==> config.mk <==
export PLATFORM = sky130hd
export DESIGN_NAME = final_subtractor_pipe
export DESIGN_NICKNAME = d
export VERILOG_FILES = /design/src/rtl/final_subtractor_pipe.sv
export SDC_FILE = /design/constraint.sdc
export NUM_CORES = 1
export LEC_CHECK = 0
export BUFFER_PORTS_ARGS = -buffer_cell sky130_fd_sc_hd__buf_2
export CORE_MARGIN = 2
export CORE_UTILIZATION = 45
export DETAILED_ROUTE_END_ITERATION = 8
export MAX_ROUTING_LAYER = met4
export PLACE_DENSITY = 0.72
export SYNTH_ARGS = -nofsm -noshare
export SYNTH_HDL_FRONTEND = slang
export SYNTH_SLANG_ARGS = --single-unit
export TNS_END_PERCENT = 100
==> constraint.sdc <==
create_clock -name clk -period 10.5 [get_ports clk]
set_input_delay 2.1 -clock clk [delete_from_list [all_inputs] [get_ports clk]]
set_output_delay 2.1 -clock clk [all_outputs]
set_load 0.02 [all_outputs]
==> src/rtl/final_subtractor_pipe.sv <==
// ---------------------------------------------------------------------------
// final_subtractor_pipe
//
// Pipelined unsigned subtractor for the fp32 5-to-1 add tree. This is the
// effective-subtraction partner of the tree's final carry-propagate adder:
// it takes two aligned WIDTH-bit magnitudes and returns |a-b| together with
// a sign flag (a<b) and a zero flag (a==b).
//
// Pipeline (three register stages, full throughput, backpressure-aware):
//   S1  low-half borrow ripple (HALF bits); high halves carried forward
//   S2  high-half borrow ripple using the registered low borrow
//   S3  conditional two's-complement negate, sign/zero flags
//
// Parameters:
//   WIDTH  operand width, must be even and >= 4 (default 32)
//   HALF   WIDTH/2, split point of the borrow chain (derived)
//
// Ports:
//   clk        in   rising-edge clock
//   rst_n      in   asynchronous active-low reset
//   in_valid   in   operand pair valid
//   in_ready   out  pair accepted this cycle (combinational from out_ready
//                   and the stage valid bits only)
//   a, b       in   WIDTH-bit unsigned minuend / subtrahend
//   out_valid  out  result valid (registered)
//   out_ready  in   downstream accepts the result
//   diff_mag   out  |a-b| (registered)
//   sign       out  1 when a<b (registered)
//   zero       out  1 when a==b (registered)
//   diff_raw   out  {borrow_out, diff}, WIDTH+1 bits, only when the macro
//                   FINAL_SUB_RAW_OUT_EN is defined
//
// Optional feature macro: FINAL_SUB_RAW_OUT_EN
// ---------------------------------------------------------------------------
module final_subtractor_pipe #(
    parameter int WIDTH = 32
) (
    input  logic             clk,
    input  logic             rst_n,
    input  logic             in_valid,
    output logic             in_ready,
    input  logic [WIDTH-1:0] a,
    input  logic [WIDTH-1:0] b,
    output logic             out_valid,
    input  logic             out_ready,
    output logic [WIDTH-1:0] diff_mag,
    output logic             sign,
    output logic             zero
`ifdef FINAL_SUB_RAW_OUT_EN
    ,
    output logic [WIDTH:0]   diff_raw
`endif
);

    localparam int HALF = WIDTH / 2;

    // Bit-level propagate/generate borrow ripple. Returns {borrow_out, diff}.
    // g: this bit borrows on its own (x=0, y=1)
    // p: this bit passes an incoming borrow through (x==y)
    function automatic logic [HALF:0] sub_ripple(
        input logic [HALF-1:0] x,
        input logic [HALF-1:0] y,
        input logic            bin
    );
        logic            br;
        logic            p;
        logic            g;
        logic [HALF-1:0] d;
        br = bin;
        d  = '0;
        for (int i = 0; i < HALF; i++) begin
            p    = ~(x[i] ^ y[i]);
            g    = ~x[i] & y[i];
            d[i] = x[i] ^ y[i] ^ br;
            br   = g | (p & br);
        end
        return {br, d};
    endfunction

    // ---------------- stage registers ----------------
    logic             r_v1, r_v2, r_v3;
    logic [HALF-1:0]  r_dlo1, r_ahi1, r_bhi1;
    logic             r_blo1;
    logic [WIDTH-1:0] r_diff2;
    logic             r_bout2;
    logic [WIDTH-1:0] r_mag3;
    logic             r_sign3, r_zero3;
`ifdef FINAL_SUB_RAW_OUT_EN
    logic [WIDTH:0]   r_raw3;
`endif

    // ---------------- handshake / stall chain ----------------
    // A stage may load when it is empty or its contents move on this cycle,
    // so bubbles collapse even while the output is stalled.
    logic w_adv1, w_adv2, w_adv3;

    always_comb begin
        w_adv3 = ~r_v3 | out_ready;
        w_adv2 = ~r_v2 | w_adv3;
        w_adv1 = ~r_v1 | w_adv2;
    end

    assign in_ready = w_adv1;

    // ---------------- datapath combinational ----------------
    logic [HALF:0]    w_lo;
    logic [HALF:0]    w_hi;
    logic [WIDTH-1:0] w_neg;

    always_comb begin
        w_lo  = sub_ripple(a[HALF-1:0], b[HALF-1:0], 1'b0);
        w_hi  = sub_ripple(r_ahi1, r_bhi1, r_blo1);
        w_neg = ~r_diff2 + {{(WIDTH-1){1'b0}}, 1'b1};
    end

    // ---------------- stage 1 ----------------
    // Data registers only capture real beats; the valid bit carries bubbles.
    always_ff @(posedge clk or negedge rst_n) begin
        if (!rst_n) begin
            r_v1   <= 1'b0;
            r_dlo1 <= '0;
            r_blo1 <= 1'b0;
            r_ahi1 <= '0;
            r_bhi1 <= '0;
        end else if (w_adv1) begin
            r_v1 <= in_valid;
            if (in_valid) begin
                r_dlo1 <= w_lo[HALF-1:0];
                r_blo1 <= w_lo[HALF];
                r_ahi1 <= a[WIDTH-1:HALF];
                r_bhi1 <= b[WIDTH-1:HALF];
            end
        end
    end

    // ---------------- stage 2 ----------------
    always_ff @(posedge clk or negedge rst_n) begin
        if (!rst_n) begin
            r_v2    <= 1'b0;
            r_diff2 <= '0;
            r_bout2 <= 1'b0;
        end else if (w_adv2) begin
            r_v2 <= r_v1;
            if (r_v1) begin
                r_diff2 <= {w_hi[HALF-1:0], r_dlo1};
                r_bout2 <= w_hi[HALF];
            end
        end
    end

    // ---------------- stage 3 ----------------
    // A zero difference can only come from a==b, which never borrows, so
    // sign and zero are mutually exclusive by construction.
    always_ff @(posedge clk or negedge rst_n) begin
        if (!rst_n) begin
            r_v3    <= 1'b0;
            r_mag3  <= '0;
            r_sign3 <= 1'b0;
            r_zero3 <= 1'b0;
        end else if (w_adv3) begin
            r_v3 <= r_v2;
            if (r_v2) begin
                r_mag3  <= r_bout2 ? w_neg : r_diff2;
                r_sign3 <= r_bout2;
                r_zero3 <= (r_diff2 == '0);
            end
        end
    end

`ifdef FINAL_SUB_RAW_OUT_EN
    always_ff @(posedge clk or negedge rst_n) begin
        if (!rst_n) begin
            r_raw3 <= '0;
        end else if (w_adv3 && r_v2) begin
            r_raw3 <= {r_bout2, r_diff2};
        end
    end

    assign diff_raw = r_raw3;
`endif

    assign out_valid = r_v3;
    assign diff_mag  = r_mag3;
    assign sign      = r_sign3;
    assign zero      = r_zero3;

endmodule

==> flow_summary.ini <==
[status]
status = completed

[logic_synthesis]
synth_top_cells_by_count = 126 x nand2_1, 119 x dfrtp_1, 66 x o21ai_0, 39 x inv_1, 34 x mux2_2
ys_seq_elements = 119
synth_warnings = 0
syn_nets = 632
post-synth-top-count-cell = nand2_1
netlist_top_cells_area = dfrtp_1 51%, fa_1 11%, nand2_1 8.1%, mux2_2 6.5%, o21ai_0 5.6%
synth_edf_count = 0
yosysTopAreaCell = dfrtp_1
async_flop_share_pct = 100.0
seq_area_frac_synth_pct = 50.88
synthSimpleGateAreaFrac_pct = 12.89
synth_xor_area_share_pct = 4.489
syn_area_per_cell_um2 = 11.02
synth_cell_type_count = 40
synth_cells = 531
synth_compound_area_share_pct = 9.769
syn-cell-area_um2 = 5853
synth_top_area_share_pct = 50.88
synth.area.mux_share_pct = 6.712
synthFlopType = dfrtp_1
synth_top_family_by_area = simple AND/OR/NAND/NOR gates
yosys.area_share.adder_pct = 11.03

[place]
hpwl_um = 8275
postPlaceCellArea_um2 = 6513
dp_cells = 785
dp_slack_ns = 1.798
io_buffers = 103
gp_congestion = 0.8064

[global_routing]
gr-total-overflow = 0
grt_max_degree = 85
grt_pass1_vias = 4031
grt_pass1_wl_um = 19240
grtUsageTotal_pct = 17.80
antenna_found_initial = 0

[power_and_ir_drop]
power_mw = 1.809
peakVddDrop_mv = 0.1095
p_per_area_nw_per_um2 = 255.3
power.leakage_nw = 3.399

[setup_path]
startpoint_type = input port
critPathCaptureType = flip-flop
required_ns = 10.79
critPathKind = in2reg
crit_fanout = 1
arrival_ns = 8.56

[clocking]
ctsResizeCount = 0
cts-htree-levels = 4
cts.sinks = 119
hold_buffers = 0
root_buffer = clkbuf_16
clk_pin_slew_ns = 0.05
tritoncts = done
numCtsBuffers = 17
cts_setup_buffers = 0
clock_path_buffers = 2
clk_latency_ns = 0.40

[cells_and_area]
final_net_count = 733
n_antenna_cell = 0
area_growth_pct = 21.03
stdcell_area_um2 = 7084
fin_cells = 815
layout-drive-gt1-share_pct = 29.24

[sta]
worstMarginPinSlew_ns = 1.067
final.min_clock_period_ns = 8.267
finClkSkew_ns = 0.007071
rsz0062_at_grt = no
drv_slew = 0
hold_viol_final = 0
timing.setup.tns_ns = 0
slew_headroom_pct = 28.89
min_period_over_period_pct = 78.73
setup_violations = 0
worst_slack_ns = 2.233
fmax_ghz = 0.1210

[routing]
ant_nets = 0
dr.pass1.iters = 4
drt_iter0_drc = 207
vias = 3925
wl_um = 10960
drc = 0
wire_per_inst_um = 13.45
avgViaCountPerCell = 4.816

[die]
ioPinCount = 104
die_x_um = 118.0
dieArea_um2 = 13930
core_area_um2 = 12670
die_h_um = 118.0
initial_core_util_pct = 46.19
rows = 41

[min_path]
min_path_type = reg2reg

[run]
maxCapViolCount = 0
placed cells by master (no fill, tap or decap), types with 3 or more instances in the layout:
| cell | count |
|---|---|
| clkbuf_8 | 3 |
| buf_2 | 102 |
| xor2_1 | 28 |
| nand3_1 | 3 |
| dfrtp_1 | 119 |
| clkinv_2 | 5 |
| o21ai_1 | 6 |
| o31ai_1 | 9 |
| nand2_1 | 124 |
| o21ai_0 | 66 |
| mux2_2 | 34 |
| o41ai_1 | 4 |
| inv_1 | 39 |
| nand2b_1 | 5 |
| nor2_1 | 5 |
| fa_1 | 31 |
| nand2_2 | 3 |
| buf_4 | 4 |
| clkbuf_16 | 17 |
sequential cells by signal (all words and copies together), names as in the netlist:
signal / cells
diff_mag: 32
out_valid: 1
r_ahi1: 16
r_bhi1: 16
r_blo1: 1
r_bout2: 1
r_diff2: 32
r_dlo1: 16
r_v1: 1
r_v2: 1
sign: 1
zero: 1
metal layers:
layer | wire length [um] | track usage [%]
met1 | 5472 | 24.76
met2 | 4838 | 25.07
met3 | 442 | 4.457
met4 | 210 | 7.229
met5 | 0 | -
metrics by stage:
step,hold slack [ns],util [%]
floorplan,0.4331,-
global placement,0.4588,51.40
detailed placement,0.4622,51.40
CTS,0.4760,55.91
global route,0.4915,55.91
finish,0.4709,55.91
final timing paths:
kind	start	to	slack (ns)	cells after the start
max	a[0]	r_dlo1[15]	2.23	20
min	diff_mag[28]	diff_mag[28]	0.47	2
max reg2reg	r_bhi1[0]	r_diff2[31]	3.59	21
min reg2reg	diff_mag[28]	diff_mag[28]	0.47	2
max in group asynchronous	rst_n	diff_mag[26]	7.47	2
min in group asynchronous	rst_n	r_dlo1[8]	1.64	1
where the power goes:
part,internal [mW],switching (mW),leakage [nW]
Sequential,0.601,0.137,1.44
Combinational,0.217,0.301,1.67
Clock,0.363,0.190,0.284
Total,1.18,0.628,3.40
cell type report:
| class | instances | area, um^2 |
|---|---|---|
| inverter | 39 | 146.4 |
| fill | 1100 | 5587 |
| multi-input combinational | 349 | 2633 |
| clock buffer | 21 | 470.5 |
| tap | 172 | 215.2 |
| sequential | 119 | 2978 |
| timing repair buffer | 106 | 540.5 |
| clock inverter | 9 | 101.3 |
cell families (layout without fill, tap and decap cells):
kind of cell	count (synthesis)	count (layout)
flip-flops	119	119
AND/OR/NAND/NOR	160	160
buffers and inverters	63	175
XOR/XNOR	30	30
multiplexers	35	35
adder cells (fa/ha/maj)	33	33
AO/OA/AOI/OAI	91	91
critical path: stages:
cell and delay [ns]:
buf_2 0.08, inv_1 0.03, ha_1 0.20, fa_1 0.39
fa_1 0.39, fa_1 0.39, fa_1 0.39, fa_1 0.39
fa_1 0.38, fa_1 0.38, fa_1 0.39, fa_1 0.38
fa_1 0.38, fa_1 0.40, fa_1 0.39, fa_1 0.39
fa_1 0.36, inv_1 0.07, fa_1 0.40, mux2_2 0.26
Note: power is estimated with default switching activity, not from simulation.
